--- src/rtl/compare_pipe.sv ---
// compare_pipe: pipelined integer comparator with optional MIN/MAX selection.
//
// Stage 1 forms per-nibble less/greater flags; the following stage reduces
// them MSB-first and decodes the operation; any further stages are plain
// delay registers. With STAGES=1 all of it sits in front of a single register.
// Every stage (valid bits included) freezes while the output is stalled.
//
// Build option: define COMPARE_PIPE_MINMAX_EN to implement MIN/MAX/MINU/MAXU
// (ops 6..9). Without it those ops are reported as illegal and value_o is
// just the zero-extended result flag.
//
// Ports:
//   clk_i, rst_ni (async active-low), flush_i (sync pipeline clear)
//   in_valid_i / in_ready_o      : input handshake
//   op_i, operand_a_i, operand_b_i, tag_i : operation, operands, pass-through tag
//   out_valid_o / out_ready_i    : output handshake
//   result_o, value_o, equal_o, illegal_o, tag_o : registered results
module compare_pipe #(
    parameter int WIDTH  = 32,
    parameter int STAGES = 2,
    parameter int TAG_W  = 5
) (
    input  logic             clk_i,
    input  logic             rst_ni,
    input  logic             flush_i,
    input  logic             in_valid_i,
    output logic             in_ready_o,
    input  logic [3:0]       op_i,
    input  logic [WIDTH-1:0] operand_a_i,
    input  logic [WIDTH-1:0] operand_b_i,
    input  logic [TAG_W-1:0] tag_i,
    output logic             out_valid_o,
    input  logic             out_ready_i,
    output logic             result_o,
    output logic [WIDTH-1:0] value_o,
    output logic             equal_o,
    output logic             illegal_o,
    output logic [TAG_W-1:0] tag_o
);
    localparam int NIB = WIDTH / 4;
    localparam int PD  = (STAGES > 1) ? STAGES - 1 : 1;

    localparam logic [3:0] OP_EQ   = 4'd0;
    localparam logic [3:0] OP_NE   = 4'd1;
    localparam logic [3:0] OP_LT   = 4'd2;
    localparam logic [3:0] OP_GE   = 4'd3;
    localparam logic [3:0] OP_LTU  = 4'd4;
    localparam logic [3:0] OP_GEU  = 4'd5;
    localparam logic [3:0] OP_MIN  = 4'd6;
    localparam logic [3:0] OP_MAX  = 4'd7;
    localparam logic [3:0] OP_MINU = 4'd8;
    localparam logic [3:0] OP_MAXU = 4'd9;

    logic w_stall;
    logic w_fire_in;

    assign w_stall    = out_valid_o && !out_ready_i;
    assign in_ready_o = !w_stall && !flush_i;
    assign w_fire_in  = in_valid_i && in_ready_o;

    // Per-nibble flags straight from the operands.
    logic [NIB-1:0] w_nlt;
    logic [NIB-1:0] w_ngt;
    logic           w_slt;
    logic           w_sgt;
    logic [3:0]     w_top_a;
    logic [3:0]     w_top_b;

    for (genvar g = 0; g < NIB; g++) begin : g_nib
        assign w_nlt[g] = operand_a_i[4*g +: 4] < operand_b_i[4*g +: 4];
        assign w_ngt[g] = operand_a_i[4*g +: 4] > operand_b_i[4*g +: 4];
    end

    // Inverting the sign bit maps two's complement order onto unsigned order,
    // so the signed compare never needs to negate an operand.
    assign w_top_a = {~operand_a_i[WIDTH-1], operand_a_i[WIDTH-2:WIDTH-4]};
    assign w_top_b = {~operand_b_i[WIDTH-1], operand_b_i[WIDTH-2:WIDTH-4]};
    assign w_slt   = w_top_a < w_top_b;
    assign w_sgt   = w_top_a > w_top_b;

    // Inputs to the reduction/decode logic (registered or direct).
    logic             w_r_valid;
    logic [3:0]       w_r_op;
    logic [NIB-1:0]   w_r_nlt;
    logic [NIB-1:0]   w_r_ngt;
    logic             w_r_slt;
    logic             w_r_sgt;
    logic [TAG_W-1:0] w_r_tag;
`ifdef COMPARE_PIPE_MINMAX_EN
    logic [WIDTH-1:0] w_r_a;
    logic [WIDTH-1:0] w_r_b;
`endif

    if (STAGES == 1) begin : g_s1_comb
        assign w_r_valid = w_fire_in;
        assign w_r_op    = op_i;
        assign w_r_nlt   = w_nlt;
        assign w_r_ngt   = w_ngt;
        assign w_r_slt   = w_slt;
        assign w_r_sgt   = w_sgt;
        assign w_r_tag   = tag_i;
`ifdef COMPARE_PIPE_MINMAX_EN
        assign w_r_a     = operand_a_i;
        assign w_r_b     = operand_b_i;
`endif
    end else begin : g_s1_reg
        logic             r_s1_valid;
        logic [3:0]       r_s1_op;
        logic [NIB-1:0]   r_s1_nlt;
        logic [NIB-1:0]   r_s1_ngt;
        logic             r_s1_slt;
        logic             r_s1_sgt;
        logic [TAG_W-1:0] r_s1_tag;
`ifdef COMPARE_PIPE_MINMAX_EN
        logic [WIDTH-1:0] r_s1_a;
        logic [WIDTH-1:0] r_s1_b;
`endif

        // Stage 1 register: nibble flags plus the fields later stages need.
        always_ff @(posedge clk_i or negedge rst_ni) begin
            if (!rst_ni) begin
                r_s1_valid <= 1'b0;
                r_s1_op    <= 4'd0;
                r_s1_nlt   <= '0;
                r_s1_ngt   <= '0;
                r_s1_slt   <= 1'b0;
                r_s1_sgt   <= 1'b0;
                r_s1_tag   <= '0;
`ifdef COMPARE_PIPE_MINMAX_EN
                r_s1_a     <= '0;
                r_s1_b     <= '0;
`endif
            end else if (flush_i) begin
                r_s1_valid <= 1'b0;
            end else if (!w_stall) begin
                r_s1_valid <= w_fire_in;
                r_s1_op    <= op_i;
                r_s1_nlt   <= w_nlt;
                r_s1_ngt   <= w_ngt;
                r_s1_slt   <= w_slt;
                r_s1_sgt   <= w_sgt;
                r_s1_tag   <= tag_i;
`ifdef COMPARE_PIPE_MINMAX_EN
                r_s1_a     <= operand_a_i;
                r_s1_b     <= operand_b_i;
`endif
            end
        end

        assign w_r_valid = r_s1_valid;
        assign w_r_op    = r_s1_op;
        assign w_r_nlt   = r_s1_nlt;
        assign w_r_ngt   = r_s1_ngt;
        assign w_r_slt   = r_s1_slt;
        assign w_r_sgt   = r_s1_sgt;
        assign w_r_tag   = r_s1_tag;
`ifdef COMPARE_PIPE_MINMAX_EN
        assign w_r_a     = r_s1_a;
        assign w_r_b     = r_s1_b;
`endif
    end

    // MSB-first priority chain over the lower nibbles: a higher differing
    // nibble overrides whatever the lower ones decided.
    logic [NIB-2:0] w_clt;
    logic [NIB-2:0] w_cgt;
    assign w_clt[0] = w_r_nlt[0];
    assign w_cgt[0] = w_r_ngt[0];
    for (genvar g = 1; g < NIB - 1; g++) begin : g_chain
        assign w_clt[g] = w_r_nlt[g] | (!w_r_ngt[g] & w_clt[g-1]);
        assign w_cgt[g] = w_r_ngt[g] | (!w_r_nlt[g] & w_cgt[g-1]);
    end

    logic w_lt_u;
    logic w_gt_u;
    logic w_lt_s;
    logic w_eq;
    assign w_lt_u = w_r_nlt[NIB-1] | (!w_r_ngt[NIB-1] & w_clt[NIB-2]);
    assign w_gt_u = w_r_ngt[NIB-1] | (!w_r_nlt[NIB-1] & w_cgt[NIB-2]);
    assign w_lt_s = w_r_slt | (!w_r_sgt & w_clt[NIB-2]);
    assign w_eq   = !w_lt_u && !w_gt_u;
`ifdef COMPARE_PIPE_MINMAX_EN
    logic w_gt_s;
    logic w_mm;
    assign w_gt_s = w_r_sgt | (!w_r_slt & w_cgt[NIB-2]);
`endif

    logic             w_res;
    logic             w_ill;
    logic [WIDTH-1:0] w_val;

    // Operation decode into the result flag and the illegal indication.
    always_comb begin
        w_res = 1'b0;
        w_ill = 1'b0;
`ifdef COMPARE_PIPE_MINMAX_EN
        w_mm  = 1'b0;
`endif
        case (w_r_op)
            OP_EQ:   w_res = w_eq;
            OP_NE:   w_res = !w_eq;
            OP_LT:   w_res = w_lt_s;
            OP_GE:   w_res = !w_lt_s;
            OP_LTU:  w_res = w_lt_u;
            OP_GEU:  w_res = !w_lt_u;
`ifdef COMPARE_PIPE_MINMAX_EN
            OP_MIN:  begin w_res = !w_gt_s; w_mm = 1'b1; end
            OP_MAX:  begin w_res = !w_lt_s; w_mm = 1'b1; end
            OP_MINU: begin w_res = !w_gt_u; w_mm = 1'b1; end
            OP_MAXU: begin w_res = !w_lt_u; w_mm = 1'b1; end
`endif
            default: begin w_res = 1'b0; w_ill = 1'b1; end
        endcase
    end

`ifdef COMPARE_PIPE_MINMAX_EN
    // For MIN ops res means a<=b, for MAX ops a>=b: either way res picks a,
    // which also makes equality return operand_a.
    always_comb begin
        if (w_mm) begin
            w_val = w_res ? w_r_a : w_r_b;
        end else begin
            w_val = {{(WIDTH-1){1'b0}}, w_res};
        end
    end
`else
    assign w_val = {{(WIDTH-1){1'b0}}, w_res};
`endif

    // Result stages; the last one drives the outputs directly.
    logic [PD-1:0]            r_pv;
    logic [PD-1:0]            r_pres;
    logic [PD-1:0]            r_peq;
    logic [PD-1:0]            r_pill;
    logic [PD-1:0][WIDTH-1:0] r_pval;
    logic [PD-1:0][TAG_W-1:0] r_ptag;

    // First result stage, loaded from the decode logic.
    always_ff @(posedge clk_i or negedge rst_ni) begin
        if (!rst_ni) begin
            r_pv[0]   <= 1'b0;
            r_pres[0] <= 1'b0;
            r_peq[0]  <= 1'b0;
            r_pill[0] <= 1'b0;
            r_pval[0] <= '0;
            r_ptag[0] <= '0;
        end else if (flush_i) begin
            r_pv[0]   <= 1'b0;
        end else if (!w_stall) begin
            r_pv[0]   <= w_r_valid;
            r_pres[0] <= w_res;
            r_peq[0]  <= w_eq;
            r_pill[0] <= w_ill;
            r_pval[0] <= w_val;
            r_ptag[0] <= w_r_tag;
        end
    end

    for (genvar k = 1; k < PD; k++) begin : g_delay
        // Extra delay stage for deeper pipelines.
        always_ff @(posedge clk_i or negedge rst_ni) begin
            if (!rst_ni) begin
                r_pv[k]   <= 1'b0;
                r_pres[k] <= 1'b0;
                r_peq[k]  <= 1'b0;
                r_pill[k] <= 1'b0;
                r_pval[k] <= '0;
                r_ptag[k] <= '0;
            end else if (flush_i) begin
                r_pv[k]   <= 1'b0;
            end else if (!w_stall) begin
                r_pv[k]   <= r_pv[k-1];
                r_pres[k] <= r_pres[k-1];
                r_peq[k]  <= r_peq[k-1];
                r_pill[k] <= r_pill[k-1];
                r_pval[k] <= r_pval[k-1];
                r_ptag[k] <= r_ptag[k-1];
            end
        end
    end

    assign out_valid_o = r_pv[PD-1];
    assign result_o    = r_pres[PD-1];
    assign equal_o     = r_peq[PD-1];
    assign illegal_o   = r_pill[PD-1];
    assign value_o     = r_pval[PD-1];
    assign tag_o       = r_ptag[PD-1];

endmodule

--- config.mk ---
export PLATFORM = sky130hd
export DESIGN_NAME = compare_pipe
export DESIGN_NICKNAME = d
export VERILOG_FILES = /design/src/rtl/compare_pipe.sv
export SDC_FILE = /design/constraint.sdc
export NUM_CORES = 1
export LEC_CHECK = 0
export ABC_AREA = 1
export CAP_MARGIN = 30
export CORE_UTILIZATION = 35
export DETAILED_ROUTE_END_ITERATION = 6
export GPL_TIMING_DRIVEN = 0
export PLACE_DENSITY = 0.69
export SKIP_CTS_REPAIR_TIMING = 1
export SYNTH_ARGS = -nofsm -noshare
export SYNTH_HDL_FRONTEND = slang
export SYNTH_SLANG_ARGS = --single-unit
--- constraint.sdc ---
create_clock -name clk_i -period 4.5 [get_ports clk_i]
set_clock_uncertainty 0.2 [all_clocks]
set_input_delay 0.675 -clock clk_i [delete_from_list [all_inputs] [get_ports clk_i]]
set_output_delay 0.675 -clock clk_i [all_outputs]
set_load 0.05 [all_outputs]
==> results of run 1 <==
where the power goes:
group | internal, mW | switching (mW) | leakage (nW)
Sequential | 0.381 | 0.0227 | 0.449
Clock | 0.110 | 0.108 | 0.0395
Combinational | 0.182 | 0.258 | 1.60
Total | 0.672 | 0.389 | 2.09
final cells by class:
class / count / area [µm²]
buffer: 37 / 264
clock buffer: 8 / 80.1
fill: 694 / 3460
inverter: 73 / 274
multi-input combinational: 236 / 1320
sequential: 37 / 926
tap: 99 / 124
timing repair buffer: 88 / 876
layer usage:
metal,vias up,global-route usage,part of all wire
met3,6,0.0360,0.067
met4,0,0.0462,0.013
met1,1032,0.147,0.42
li1,1291,-,-
met2,71,0.271,0.50
met5,-,0,0
final timing paths:
check                      cells past startpoint         from                    to  slack, ps
max in group asynchronous                      1       rst_ni  g_s1_reg.r_s1_nlt[0]       3300
min reg2reg                                    2      equal_o               equal_o        280
max reg2reg                                    6  out_valid_o  g_s1_reg.r_s1_tag[2]       2620
max                                            5  out_ready_i            in_ready_o        860
min                                            1       rst_ni           out_valid_o        280
min in group clk_i                             2      equal_o               equal_o        280
per-stage QoR:
| step | setup WS (ps) | area [µm²] | total power, mW | instances |
|---|---|---|---|---|
| 2_1_floorplan | 2370 | 2790 | 0.706 | 383 |
| 3_3_place_gp | 851 | 3790 | 0.843 | 570 |
| 3_5_place_dp | 845 | 3790 | 0.853 | 570 |
| 4_1_cts | 833 | 3870 | 1.08 | 578 |
| 5_1_grt | 728 | 3870 | 1.15 | 578 |
| 6_report | 861 | 3870 | 1.06 | 578 |
kinds of logic (layout without fill, tap and decap cells):
logic type / count (synthesis) / in the layout / share of synthesized area
compound gates: 53 / 53 / 0.112
buf+inv: 110 / 206 / 0.201
fa+ha+maj: 33 / 33 / 0.154
other cells: 1 / 31 / 0.00140
flops: 37 / 37 / 0.346
simple gates: 119 / 119 / 0.185
critical path: stages:
cell	delay, ps
sky130_fd_sc_hd__clkdlybuf4s50_1	480
sky130_fd_sc_hd__nor2_1	80
sky130_fd_sc_hd__nor2_2	410
sky130_fd_sc_hd__buf_4	280
sky130_fd_sc_hd__clkdlybuf4s50_1	830
registers in the layout, summed over array words and instances, names as in the netlist:
| signal | flops |
|---|---|
| g_s1_reg.r_s1_nlt | 8 |
| g_s1_reg.r_s1_tag | 5 |
| out_valid_o | 1 |
| result_o | 1 |
| equal_o | 1 |
| illegal_o | 1 |
| g_s1_reg.r_s1_ngt | 8 |
| g_s1_reg.r_s1_slt | 1 |
| g_s1_reg.r_s1_valid | 1 |
| tag_o | 5 |
| g_s1_reg.r_s1_op | 4 |
| g_s1_reg.r_s1_sgt | 1 |
placed cells by master, fill, tap and decap left out:
cell / instances
sky130_fd_sc_hd__conb_1: 31
sky130_fd_sc_hd__nor3_1: 7
sky130_fd_sc_hd__nand2_1: 77
sky130_fd_sc_hd__clkdlybuf4s50_1: 87
sky130_fd_sc_hd__o21a_1: 5
sky130_fd_sc_hd__o21ai_0: 27
sky130_fd_sc_hd__inv_2: 3
sky130_fd_sc_hd__nand4_1: 3
sky130_fd_sc_hd__a21oi_2: 1
sky130_fd_sc_hd__o211ai_1: 2
sky130_fd_sc_hd__dfrtp_1: 37
sky130_fd_sc_hd__nand2_2: 2
sky130_fd_sc_hd__a21oi_1: 9
sky130_fd_sc_hd__o22ai_1: 7
sky130_fd_sc_hd__nand2_4: 1
sky130_fd_sc_hd__inv_1: 70
sky130_fd_sc_hd__a22o_1: 1
sky130_fd_sc_hd__o21ai_1: 1
sky130_fd_sc_hd__clkbuf_1: 6
sky130_fd_sc_hd__nor2_1: 19
sky130_fd_sc_hd__clkbuf_8: 5
sky130_fd_sc_hd__ha_1: 33
sky130_fd_sc_hd__nand3_2: 1
sky130_fd_sc_hd__buf_2: 2
sky130_fd_sc_hd__nor2_2: 1
sky130_fd_sc_hd__nand3_1: 8
sky130_fd_sc_hd__buf_4: 33
==> parameters.txt, run 1 <==
Parameter                              Value

Synth
  Most used standard cell by instance count after synthesis    sky130_fd_sc_hd__nand2_1
  Primary flip-flop cell chosen by synthesis mapping    sky130_fd_sc_hd__dfrtp_1
  Number of enable flip-flop cells after synthesis    0
  Cell variety after synth    25
  Synthesis Warnings    0
  Synth top area cells    sky130_fd_sc_hd__dfrtp_1 35%, sky130_fd_sc_hd__ha_1 15%, sky130_fd_sc_hd__nand2_1 11%, sky130_fd_sc_hd__inv_1 9.8%, sky130_fd_sc_hd__buf_4 9.3%
  Average size of a mapped cell    7.57 µm²
  Cell count after synthesis    353
  Most used standard cells in the synthesized netlist    77 x sky130_fd_sc_hd__nand2_1, 70 x sky130_fd_sc_hd__inv_1, 37 x sky130_fd_sc_hd__dfrtp_1
  Proportion of synthesized chip area in sequential cells    0.346
  Top cell type by total area after synthesis    sky130_fd_sc_hd__dfrtp_1
  Fraction of registers with async set/reset    1.00
  Fraction of post-synthesis cell area in the top cell type by area    0.346
  Area of the mapped netlist    0.00267 mm²
  Total of flip-flops plus latches after synthesis    37

STA
  Headroom to the max-slew limit    0.456
  Setup repair after global routing missed its margin    false
  Post-route setup TNS    0 ps
  Number of endpoints failing setup at the final stage    0
  Minimum hold slack    about 280 ps
  Post-layout minimum cycle time    roughly 3600 ps
  Portion of the clock cycle consumed by the worst path in the final layout    0.809
  Max Transition Viols Final    0
  Number of hold violations in the final report    0
  Max Clock Freq    about 0.27 GHz
  Transition time at the pin with the least slew margin    roughly 800 ps

Global route
  Total congestion overflow    0
  Number of antenna violations at the first check in global routing    0
  Maximum number of pins on one net before global-route repair    38
  Global Route Usage Sum    0.141
  Wire length of the first global-routing pass    approximately 8600 µm
  Via count of the first global-routing pass    2,159

Routing
  TritonRoute pass-1 iters    4
  Routed via count divided by cell count    4.15
  Overall via count from detail_route    between 2k and 2.5k
  Remaining antenna violation count after routing    0
  Residual DRC count    0
  Total wire length    around 5300 µm
  Detail-routed net length per standard cell    approximately 9 µm
  Number of DRC violations after detailed-routing iteration 0    a little under 60

Clock network
  CTS root buf    sky130_fd_sc_hd__clkbuf_8
  Number of levels the H-tree was split into    2
  Clock Sinks    37
  Clock network latency to the later pin of the worst-skew pair    290 ps
  Largest buffer count on any clock path    2
  Cts bufs inserted    5
  TritonCTS clock tree    yes
  Clk slew on worst S/H paths    ~60 ps

Job
  Max Cap Viol    0

Worst setup path
  Category of the worst setup path launch point    input pin
  Kind of end point of the critical path    output pin
  Endpoint required time on the critical path    roughly 3600 ps
  Kind of critical path    in2out
  WP data arrival    between 2000 and 3000 ps
  Largest driver fanout on the critical path    10

Die
  Number of standard-cell rows in the floorplan    31
  Num ports    120
  Initial Util    0.365
  Horizontal die dimension    89.4 µm
  Die outline area    ~0.0080 mm²
  Y dimension of the die    89.4 µm
  Core Region    0.00733 mm²

Placed design
  Buffers on Ports    88
  Total half-perimeter wirelength after legalization and detailed placement    4420 µm
  RD Place Congestion    around 0.79

Power
  Power density over the cells    ~270 mW/mm²
  Static Leakage    approximately 2.1 nW
  Worst supply voltage drop on vdd    around 0.00011 V

Cells and area
  # diodes    0
  Count of nets after finishing    slightly below 600
  Share of layout cells above drive strength 1    0.102
  Fin util    0.527
  Synthesis-to-layout area growth    44.6%

Status
  Outcome    complete, no violations

Worst hold path
  Class of the most critical hold timing path    in2async
Power figures use the tool's default switching activity.
==> run 2, diff against run 1 <==
Clock period 4.5 ns to 3.5 ns, I/O delays scaled along.
==> results of run 2 <==
The final DEF is identical to that of run 1. Status: complete, no violations.
Among the figures that moved: setup slack after placement 845 ps -> 145 ps; setup slack after layout 861 ps -> 161 ps; hold slack 282 ps -> 132 ps; register-to-register setup slack 2620 ps -> 1620 ps; total power 1.06 mW -> 1.36 mW; worst IR drop on VDD 0.000109 V -> 0.000140 V
==> run 3, diff against run 2 <==
==> constraint.sdc (replaced) <==
create_clock -name clk_i -period 3.5 [get_ports clk_i]
set_clock_uncertainty 0.2 [all_clocks]
set_input_delay 0.7 -clock clk_i [delete_from_list [all_inputs] [get_ports clk_i]]
set_output_delay 0.7 -clock clk_i [all_outputs]
set_load 0.05 [all_outputs]
==> run 3 against run 2 <==
Compared with the run above: maximum frequency is 6.5% higher; clock-buffer cell count unchanged; die area unchanged; flip-flop and latch count unchanged; combinational power about the same; register-to-register slack better by 120 ps; worst setup slack gained 200 ps; cell count did not move; hold slack better by 150 ps; first-iteration DRC count is the same; power barely moved; sequential share of layout area about the same; critical path type unchanged; critical endpoint unchanged.
==> parameters.txt, run 3 (same netlist as run 1, synthesis figures left out) <==
Parameter                              Value

Cells and area
  Synthesis-to-layout area growth    44.9% (was 44.6%)
  Final Instance Count excl. Fillers    578 (unchanged)
  Top library cells by usage in the layout, fill and taps aside    86 x sky130_fd_sc_hd__clkdlybuf4s50_1, 77 x sky130_fd_sc_hd__nand2_1, 70 x sky130_fd_sc_hd__inv_1 (was 87 x sky130_fd_sc_hd__clkdlybuf4s50_1, 77 x sky130_fd_sc_hd__nand2_1, 70 x sky130_fd_sc_hd__inv_1)
  Regs by FF count    g_s1_reg.r_s1_ngt x8, g_s1_reg.r_s1_nlt x8 (unchanged)
  Cell area after layout    0.00387 mm² (about the same)
  Share of layout cells above drive strength 1    0.102 (unchanged)
  Count of nets after finishing    589 (unchanged)
  Most common cell after layout, fill and taps aside    sky130_fd_sc_hd__clkdlybuf4s50_1 (unchanged)
  Fillers    694 (unchanged)
  # diodes    0 (unchanged)

STA
  Number of endpoints failing setup at the final stage    0 (unchanged)
  Portion of the clock cycle consumed by the worst path in the final layout    0.896 (was 0.954)
  Number of hold violations in the final report    0 (unchanged)
  Transition time at the pin with the least slew margin    809 ps (was 816 ps)
  Max Clock Freq    0.319 GHz (was 0.299 GHz)
  Post-layout minimum cycle time    3130 ps (was 3340 ps)
  Max Transition Viols Final    0 (unchanged)
  Setup repair after global routing missed its margin    false (unchanged)
  Headroom to the max-slew limit    0.461 (was 0.456)

Placed design
  RD Place Congestion    0.794 (unchanged)
  Total half-perimeter wirelength after legalization and detailed placement    4420 µm (unchanged)
  Placed insts    570 (unchanged)
  Buffers on Ports    88 (unchanged)
  Placement-stage cell area    0.00379 mm² (unchanged)

Clock network
  Clock Sinks    37 (unchanged)
  TritonCTS clock tree    yes (unchanged)
  Cts bufs inserted    5 (unchanged)
  Number of levels the H-tree was split into    2 (unchanged)
  Largest buffer count on any clock path    2 (unchanged)
  CTS root buf    sky130_fd_sc_hd__clkbuf_8 (unchanged)
  Clk slew on worst S/H paths    60 ps (about the same)
  Clock network latency to the later pin of the worst-skew pair    290 ps (about the same)

Worst setup path
  WP data arrival    2230 ps (was 2610 ps)
  Kind of end point of the critical path    output pin (unchanged)
  Largest driver fanout on the critical path    10 (unchanged)
  Critical-path cell with the highest stage delay    sky130_fd_sc_hd__clkdlybuf4s50_1 (unchanged)
  Crit path largest cell delay    480 ps (was 830 ps)
  Start point of the critical path    out_ready_i (unchanged)
  Launch point of the worst reg-to-reg path    g_s1_reg.r_s1_ngt[1] (was out_valid_o)
  Kind of critical path    in2out (unchanged)
  Crit-path cells    clkdlybuf4s50_1, nor2_1, nor2_4, buf_4, dlymetal6s2s_1 (was clkdlybuf4s50_1, nor2_1, nor2_2, buf_4, clkdlybuf4s50_1)
  Endpoint required time on the critical path    2600 ps (was 2770 ps)
  Category of the worst setup path launch point    input pin (unchanged)

Die
  Horizontal die dimension    89.4 µm (unchanged)
  Initial Util    0.365 (unchanged)
  Y dimension of the die    89.4 µm (unchanged)
  Die outline area    0.00799 mm² (unchanged)
  Number of standard-cell rows in the floorplan    31 (unchanged)
  Core Region    0.00733 mm² (unchanged)
  Num ports    120 (unchanged)

Routing
  Routed via count divided by cell count    4.12 (was 4.15)
  TritonRoute pass-1 iters    4 (unchanged)
  Detail-routed net length per standard cell    9.24 µm (was 9.21 µm)
  Overall via count from detail_route    2,381 (was 2,400)
  Residual DRC count    0 (unchanged)
  Remaining antenna violation count after routing    0 (unchanged)
  Number of DRC violations after detailed-routing iteration 0    59 (unchanged)
  Total wire length    5340 µm (was 5320 µm)

Global route
  Number of antenna violations at the first check in global routing    0 (unchanged)
  Total congestion overflow    0 (unchanged)
  Global Route Usage Sum    0.141 (unchanged)
  Wire length of the first global-routing pass    8640 µm (unchanged)
  Via count of the first global-routing pass    2,159 (unchanged)
  Maximum number of pins on one net before global-route repair    38 (unchanged)

Power
  Power density over the cells    352 mW/mm² (was 353 mW/mm²)
  Power after layout    1.37 mW (was 1.36 mW)
  Worst supply voltage drop on vdd    0.000141 V (was 0.000140 V)
  Static Leakage    2.10 nW (was 2.09 nW)

Worst hold path
  Class of the most critical hold timing path    reg2reg (was in2async)
  Hold path startpoint    equal_o

Status
  Outcome    complete, no violations (unchanged)

Job
  Max Cap Viol    0 (unchanged)
## run 3: changes by cell type in the layout (fill, tap and decap cells not counted)
cell,delta
sky130_fd_sc_hd__nor2_2,-1
sky130_fd_sc_hd__dlymetal6s2s_1,+1
sky130_fd_sc_hd__nor2_4,+1
sky130_fd_sc_hd__clkdlybuf4s50_1,-1
## run 3: through the flow
step | TNS, ps | setup WS, ps | util | hold WS (ps)
after floorplan | 0 | 1340 | - | 204
after global placement | -199 | -199 | 0.517 | 265
after detailed placement | -205 | -205 | 0.516 | 274
after CTS | -217 | -217 | 0.527 | 291
after global routing | 0 | 263 | 0.528 | 309
final | 0 | 365 | 0.528 | 284
## run 3: path summary, 6_finish.rpt
kind,slack [ps],cells past startpoint,end
min in group asynchronous,300,1,out_valid_o
min reg2reg,280,2,equal_o
max in group asynchronous,2280,1,g_s1_reg.r_s1_nlt[0]
max,370,5,in_ready_o
max reg2reg,1740,20,result_o
min,280,2,equal_o
## run 3: layer usage
metal / track usage / share of wire / up-vias
li1: - / - / 1292
met1: 0.147 / 0.42 / 1019
met2: 0.271 / 0.51 / 66
met3: 0.0360 / 0.064 / 4
met4: 0.0462 / 0.011 / 0
met5: 0 / 0 / -
## run 3: critical path: cells and delay by family
kind,cells,cell delay [ps]
buf+inv,3,1170
simple gates,2,360
## run 3: layout make-up
class | instances | area (µm²) | share of cell area
inverter | 73 | 274 | 0.0707
multi-input combinational | 236 | 1330 | 0.343
sequential | 37 | 926 | 0.239
buffer | 37 | 264 | 0.0682
timing repair buffer | 88 | 878 | 0.227
clock buffer | 8 | 80.1 | 0.0207
tap | 99 | 124 | 0.0320
## run 3: power breakdown
group | switching [mW] | total (mW) | internal, mW
registers | 0.0292 | 0.519 | 0.489
logic | 0.332 | 0.566 | 0.234
clock network | 0.139 | 0.281 | 0.141
total | 0.501 | 1.37 | 0.865
